### src/rtl/pipelined_branch_comparator.sv
// Two-stage pipelined RISC-V branch comparator: sliced lt/eq flags in stage 1, priority merge and funct3 decode in stage 2.
// Optional performance counters (perf_total, perf_taken) are enabled by defining CMP_PERF_CNT_EN.
module pipelined_branch_comparator #(
  parameter int WIDTH     = 32,
  parameter int CHUNKS    = 4,
  parameter int TAG_WIDTH = 5
) (
  input  logic                 clk,
  input  logic                 rst_n,
  input  logic                 flush,
  input  logic                 in_valid,
  output logic                 in_ready,
  input  logic [WIDTH-1:0]     data1,
  input  logic [WIDTH-1:0]     data2,
  input  logic [2:0]           func3,
  input  logic [TAG_WIDTH-1:0] in_tag,
  output logic                 out_valid,
  input  logic                 out_ready,
  output logic                 compare_result,
  output logic                 illegal,
  output logic [TAG_WIDTH-1:0] out_tag
`ifdef CMP_PERF_CNT_EN
  ,
  output logic [31:0]          perf_total,
  output logic [31:0]          perf_taken
`endif
);

  localparam int SW = (WIDTH + CHUNKS - 1) / CHUNKS;
  localparam int PW = SW * CHUNKS;

  logic                 s1_valid;
  logic [CHUNKS-1:0]    s1_ult;
  logic [CHUNKS-1:0]    s1_eq;
  logic                 s1_sign1;
  logic                 s1_sign2;
  logic [2:0]           s1_func3;
  logic [TAG_WIDTH-1:0] s1_tag;

  logic                 s2_valid;
  logic                 s2_result;
  logic                 s2_illegal;
  logic [TAG_WIDTH-1:0] s2_tag;

  logic                 s1_adv;
  logic                 s2_adv;
  logic                 accept;

  logic [PW-1:0]        pad1;
  logic [PW-1:0]        pad2;
  logic [CHUNKS-1:0]    ult_d;
  logic [CHUNKS-1:0]    eq_d;

  logic                 eq_all;
  logic                 ltu;
  logic                 lt;
  logic                 result_d;
  logic                 illegal_d;

  assign s2_adv   = s2_valid && out_ready;
  assign s1_adv   = s1_valid && (!s2_valid || s2_adv);
  assign in_ready = !flush && (!s1_valid || s1_adv);
  assign accept   = in_valid && in_ready;

  // Zero-extension pads the top slice; equal padding in both operands cannot change any flag.
  assign pad1 = PW'(data1);
  assign pad2 = PW'(data2);

  always_comb begin
    ult_d = '0;
    eq_d  = '0;
    for (int i = 0; i < CHUNKS; i++) begin
      ult_d[i] = pad1[i*SW +: SW] <  pad2[i*SW +: SW];
      eq_d[i]  = pad1[i*SW +: SW] == pad2[i*SW +: SW];
    end
  end

  // The most significant differing slice decides the unsigned ordering.
  always_comb begin
    eq_all = &s1_eq;
    ltu    = 1'b0;
    for (int i = 0; i < CHUNKS; i++) begin
      if (!s1_eq[i]) ltu = s1_ult[i];
    end
    lt = (s1_sign1 != s1_sign2) ? s1_sign1 : ltu;
  end

  always_comb begin
    result_d  = 1'b0;
    illegal_d = 1'b0;
    case (s1_func3)
      3'b000:  result_d = eq_all;
      3'b001:  result_d = !eq_all;
      3'b100:  result_d = lt;
      3'b101:  result_d = !lt;
      3'b110:  result_d = ltu;
      3'b111:  result_d = !ltu;
      default: illegal_d = 1'b1;
    endcase
  end

  always_ff @(posedge clk or negedge rst_n) begin
    if (!rst_n) begin
      s1_valid   <= 1'b0;
      s1_ult     <= '0;
      s1_eq      <= '0;
      s1_sign1   <= 1'b0;
      s1_sign2   <= 1'b0;
      s1_func3   <= 3'b000;
      s1_tag     <= '0;
      s2_valid   <= 1'b0;
      s2_result  <= 1'b0;
      s2_illegal <= 1'b0;
      s2_tag     <= '0;
    end else if (flush) begin
      s1_valid <= 1'b0;
      s2_valid <= 1'b0;
    end else begin
      if (!s1_valid || s1_adv) s1_valid <= in_valid;
      if (accept) begin
        s1_ult   <= ult_d;
        s1_eq    <= eq_d;
        s1_sign1 <= data1[WIDTH-1];
        s1_sign2 <= data2[WIDTH-1];
        s1_func3 <= func3;
        s1_tag   <= in_tag;
      end
      if (!s2_valid || s2_adv) s2_valid <= s1_valid;
      if (s1_adv) begin
        s2_result  <= result_d;
        s2_illegal <= illegal_d;
        s2_tag     <= s1_tag;
      end
    end
  end

  assign out_valid      = s2_valid && !flush;
  assign compare_result = s2_result;
  assign illegal        = s2_illegal;
  assign out_tag        = s2_tag;

`ifdef CMP_PERF_CNT_EN
  always_ff @(posedge clk or negedge rst_n) begin
    if (!rst_n) begin
      perf_total <= '0;
      perf_taken <= '0;
    end else if (out_valid && out_ready) begin
      perf_total <= perf_total + 32'd1;
      if (s2_result) perf_taken <= perf_taken + 32'd1;
    end
  end
`endif

endmodule
### config.mk
export PLATFORM = sky130hd
export DESIGN_NAME = pipelined_branch_comparator
export DESIGN_NICKNAME = d
export VERILOG_FILES = /design/src/rtl/pipelined_branch_comparator.sv
export SDC_FILE = /design/constraint.sdc
export NUM_CORES = 1
export LEC_CHECK = 0
export ABC_AREA = 0
export ABC_CLOCK_PERIOD_IN_PS = 2800
export BUFFER_PORTS_ARGS = -buffer_cell sky130_fd_sc_hd__buf_2
export CAP_MARGIN = 15
export CELL_PAD_IN_SITES_DETAIL_PLACEMENT = 0
export CELL_PAD_IN_SITES_GLOBAL_PLACEMENT = 1
export CORE_ASPECT_RATIO = 1.25
export CORE_MARGIN = 10
export CORE_UTILIZATION = 38
export CTS_BUF_LIST = sky130_fd_sc_hd__clkbuf_4
export CTS_CLUSTER_SIZE = 12
export DETAILED_ROUTE_END_ITERATION = 10
export PLACE_DENSITY_LB_ADDON = 0.1
export SLEW_MARGIN = 25
export SYNTH_ARGS = -nofsm -noshare
export SYNTH_HDL_FRONTEND = slang
export SYNTH_SLANG_ARGS = --single-unit
export TNS_END_PERCENT = 100
### constraint.sdc
create_clock -name clk -period 2.8 [get_ports clk]
set_input_delay 0.14 -clock clk [delete_from_list [all_inputs] [get_ports clk]]
set_output_delay 0.14 -clock clk [all_outputs]
set_load 0.03 [all_outputs]
=== Word level (Yosys, flattened, before mapping) ===
Index checks and enable logic that the tools add are counted.

* Input bits: 77
* Logic and storage cells: 57
* Output and inout bits: 9
* Bits in registers: 27

* Reductions and logical operators: 20
* Bitwise gates (word level): 1
* Mux-type cells: 11
* Order comparisons: 4
* Equal/unequal tests: 10

{| class="wikitable"
|+ Operator list
! kind !! number
|-
| 8-bit equality test || 4
|-
| 8-bit < comparator || 4
|-
| 3-bit equality test (second input constant) || 4
|-
| 1-bit 2-to-1 mux || 10
|-
| 1-bit zero test || 6
|-
| 1-bit one-hot mux with 6 select lines || 1
|-
| 6-bit OR reduction || 1
|-
| 1-bit logical AND || 5
|-
| 2-bit AND reduction || 2
|-
| 4-bit AND reduction || 1
|-
| 2-bit nonzero test || 2
|-
| 3-bit by 1-bit equality test with 1-bit output (second input constant) || 1
|-
| 3-bit zero test || 1
|-
| 1-bit logical OR || 2
|-
| 1-bit != test || 1
|-
| 1-bit NOT || 1
|}

=== Longest topological paths before layout ===
* Word-level depth: 7
* Gate-level depth with buffers: 7
* Mapped depth without buffers: 7

=== Worst setup path after synthesis ===
Ideal clock, no wire load.

* Path kind: register -> register
* From: register s2_valid
* To: register s1_tag[1]
* Setup slack: 1.152 ns
* Setup time: 0.127 ns
* Required time: 2.673 ns
* Stages on the path, launching flop included: 6
* Buffers on the path: 1
* Data arrival time: 1.520 ns
* Clock period less this slack: 1.648 ns
* Cells stage by stage: dfrtp_1 -> nor2b_4 -> a21oi_2 -> nand2_2 -> buf_6 -> mux2_1

* Word-level cells in the longest chain between the ends: 7
* Elaborated cells between the ends (all ways): 8
* Classes of those cells: reduce/logical: 8

{| class="wikitable"
|+ Ends and longest elaborated chain
! what !! line !! source
|-
| from (decl) || 40 || <nowiki>logic s2_valid;</nowiki>
|-
| from (signal assigned) || 128 || <nowiki>if (!s2_valid || s2_adv) s2_valid <= s1_valid;</nowiki>
|-
| 1-bit zero test or 1-bit logical AND (tied branches) || 61, 60 ||
|-
| 1-bit logical OR (*) || 61 || <nowiki>assign s1_adv = s1_valid && (!s2_valid || s2_adv);</nowiki>
|-
| 1-bit logical AND (*) || 61 ||
|-
| 1-bit logical OR (*) || 62 || <nowiki>assign in_ready = !flush && (!s1_valid || s1_adv);</nowiki>
|-
| 1-bit logical AND (*) || 62 ||
|-
| net in_ready || 12 || <nowiki>output logic in_ready,</nowiki>
|-
| 1-bit logical AND (*) || 63 || <nowiki>assign accept = in_valid && in_ready;</nowiki>
|-
| 2-bit AND reduction (no source line) (*) || -- ||
|-
| to (signal assigned) || 126 || <nowiki>s1_tag <= in_tag;</nowiki>
|-
| to (decl) || 38 || <nowiki>logic [TAG_WIDTH-1:0] s1_tag;</nowiki>
|}

The timed path passes the listed nets; every way through them passes the cells marked *.
A chain may end at the register's enable or synchronous reset.

=== Worst setup path after layout ===
* From: register s2_valid
* To: register s2_result (netlist: compare_result)

* Word-level cells in the longest chain between the ends: 4
* Elaborated cells between the ends (all ways): 5
* Classes of those cells: reduce/logical: 5

{| class="wikitable"
|+ Ends and longest elaborated chain
! what !! line !! source
|-
| 1-bit zero test or 1-bit logical AND (tied branches) || 61, 60 ||
|-
| 1-bit logical OR (*) || 61 ||
|-
| 1-bit logical AND (*) || 61 ||
|-
| 2-bit AND reduction (no source line) (*) || -- ||
|-
| to (signal assigned) || 130 || <nowiki>s2_result <= result_d;</nowiki>
|-
| to (decl) || 41 || <nowiki>logic s2_result;</nowiki>
|}

Every way passes the cells marked *; elsewhere a longest branch is shown, timed or not.

==> results.yml <==
global_route:
  grt_util_met1_pct: 10.5
  grt-busiest-layer: "met2"
  grt_pass1_wl_mm: 7.37
  met2_usage_pct: 18.4
  grt_use_met3_pct: 3.35
  grt.total_usage_pct: 9.97
  grt_max_degree: 28
  grt_pass1_vias: 1837
  antenna_found_initial: 0
  grt_remaining_overflow: 0
power:
  leakage_nw: 1.39
  finalPower_mw: 1.01
  vdd_ir_drop_max_mv: 0.164
  p_per_area_nw_per_um2: 412
placed_design:
  dpl.cell_count: 348
  port_buffers: 85
  place_congestion: 0.724
  hpwl_mm: 3.66
floorplan:
  ioPinCount: 86
  die_area_um2: 8320
  initial_core_util_pct: 40.0
  die_w_um: 83.6
  core_area_um2: 4800
  rows: 28
  die_y_um: 99.5
worst_hold_path:
  hold_class: "in -> reg"
  hold_depth: 2
  holdCritStartpoint: "in_tag[1]"
  min_to: "s1_tag[1]"
timing:
  totalNegativeSetupSlack_ns: 0
  worstMarginPinSlew_ns: 0.591
  period_share_pct: 55.9
  grt_setup_unrepaired: "false"
  setup_viol: 0
  maxSlewHeadroom_pct: 60.6
  finalHoldViolCount: 0
  skew_ns: 0.00673
  post-route-min-period_ns: 1.56
  slew_viol_final: 0
  fmax_mhz: 639
logic_synthesis:
  synth_nets: 314
  ys_warn_count: 0
  synthCells: 205
  netlist_area_um2: 1920
  ys_ff_latch: 27
  ys_seq_area_share_pct: 35.2
  ys_types: 30
  syn_avg_cell_area_um2: 9.37
clock_tree:
  clock_sinks: 27
  clk-insertion-delay-late_ns: 0.31
  clk_path_buf_depth: 2
  cts_tree: "done"
  cts_htree_levels: 1
  root_buffer: "clkbuf_4"
  cts.clk_slew.worst_paths_ns: 0.14
  cts_buffers: 3
worst_setup_path:
  r2r-end: "compare_result"
  worstPathRequired_ns: 3.01
  reg2reg_from: "s2_valid"
  slowest_delay_ns: 0.40
  cp-start-kind: "flip-flop"
  path_cells: "nor2b_4, nor3b_4, o31ai_2, nor4bb_1, nor3_1"
  worst-path-buf-inv: 0
  ff2ff_path_depth: 5
  critPathSlowestCell: "nor3b_4"
  arrival_ns: 1.78
  cp_top_family: "simple AND/OR/NAND/NOR gates"
  path_class: "reg -> reg"
  end_kind: "flip-flop"
  crit_fanout: 9
  rrSetupSlack_ns: 1.24
detailed_routing:
  wl_per_cell_um: 11.7
  viasPerCell: 4.66
  drc: 0
  ant_nets: 0
  vias: 1646
  drt_iter0_drc: 23
  wirelength_mm: 4.15
  drtPass1Iterations: 2
finish:
  instances_no_fill: 353
  layout_common_cells: "85 x buf_2, 39 x inv_1, 32 x ha_1"
  nets: 403
  antenna_cells: 0
  final_core_util_pct: 50.9
  area_growth_pct: 27.3
  final_common_cell: "buf_2"
  drive_gt1_share_pct: 36.2
  fill_cells: 482
status:
  status: "complete, no violations"
job:
  drv_cap: 0
[what timing repair did]
action / in CTS / in global routing
hold buffers: 1 / 0
resized for setup: 0 / 0
endpoints found under the hold margin: 27 / 0
setup buffers: 0 / 0
[metal layers]
metal | share of wire [%] | vias up
met2 | 49 | 48
met3 | 7.1 | 4
met1 | 43 | 717
met4 | 0.70 | 0
li1 | - | 877
met5 | 0 | -
[registers in the layout, summed over array words and instances, names as in the netlist]
signal and cells:
out_tag 5, s1_tag 5, s1_eq 4, s1_ult 4
s1_func3 3, compare_result 1, illegal 1, s1_sign1 1
s1_sign2 1, s1_valid 1, s2_valid 1
[through the flow]
stage               setup slack, ns  area (µm²)  hold slack, ns
floorplan                      1.15        1920          -0.156
global placement               1.26        2400           0.180
detailed placement             1.23        2400           0.181
CTS                            1.22        2440          0.0183
global route                   1.04        2440          0.0136
finish                         1.24        2440          0.0302
[cell type report]
type                    instances  area [µm²]  share of cell area [%]
well taps                      60        75.1                    3.07
inverters                      39         146                    5.99
clock buffers                   4        30.0                    1.23
repair buffers                 86         435                    17.8
flip-flops and latches         27         676                    27.6
multi-input cells             137        1080                    44.3
[synthesized netlist by cell type]
library cell	number	area, µm²
nor3_1	1	5.00
dfrtp_1	27	676
buf_2	1	5.00
a21oi_2	1	8.76
o21ai_0	15	75.1
nand4_1	6	37.5
o21ai_1	1	5.00
o22ai_1	5	31.3
a211oi_1	1	7.51
nor2b_1	2	12.5
nand2_1	13	48.8
nor2_1	12	45.0
inv_1	39	146
a2bb2o_1	1	10.0
a21oi_1	9	45.0
nand3b_1	2	15.0
nor2b_4	1	13.8
a21o_1	8	60.1
mux2_1	2	22.5
nand2b_1	2	12.5
nor4bb_1	1	10.0
mux2_2	12	135
a221o_1	1	10.0
o31ai_2	1	12.5
ha_1	32	400
xnor2_1	1	8.76
nand3_1	5	25.0
nand2_2	1	6.26
nor3b_4	1	18.8
buf_6	1	11.3
[kinds of logic (layout without fill, tap and decap cells)]
kind of cell	after synthesis	after routing	share of synthesized area [%]
AO/OA/AOI/OAI	43	43	13.8
XOR/XNOR	1	1	0.456
adder cells (fa/ha/maj)	32	32	20.8
buffers and inverters	41	129	8.47
flip-flops	27	27	35.2
multiplexers	14	14	8.21
AND/OR/NAND/NOR	47	47	13.0
[where the power goes]
part	switching [mW]	total, mW	leakage [nW]	internal, mW
logic	0.187	0.350	1.04	0.162
registers	0.0354	0.488	0.333	0.452
clock network	0.105	0.170	0.0184	0.0653
total	0.328	1.01	1.39	0.680
[worst max path at each step]
stage,startpoint,cells after the start,to,slack [ns]
after floorplan,s2_valid,5,s1_tag[1],1.15
after global placement,s2_valid,5,compare_result,1.26
after detailed placement,s2_valid,5,compare_result,1.23
after CTS,s2_valid,5,compare_result,1.22
after global routing,s2_valid,5,compare_result,1.04
final,s2_valid,5,compare_result,1.24
[worst register-to-register path: cells and delay by family (launching register included)]
family,cells,cell delay (ns)
DFF,1,0.39
AOI/OAI and AO/OA,1,0.16
and+or+nand+nor,4,0.91
Power figures use the tool's default switching activity.
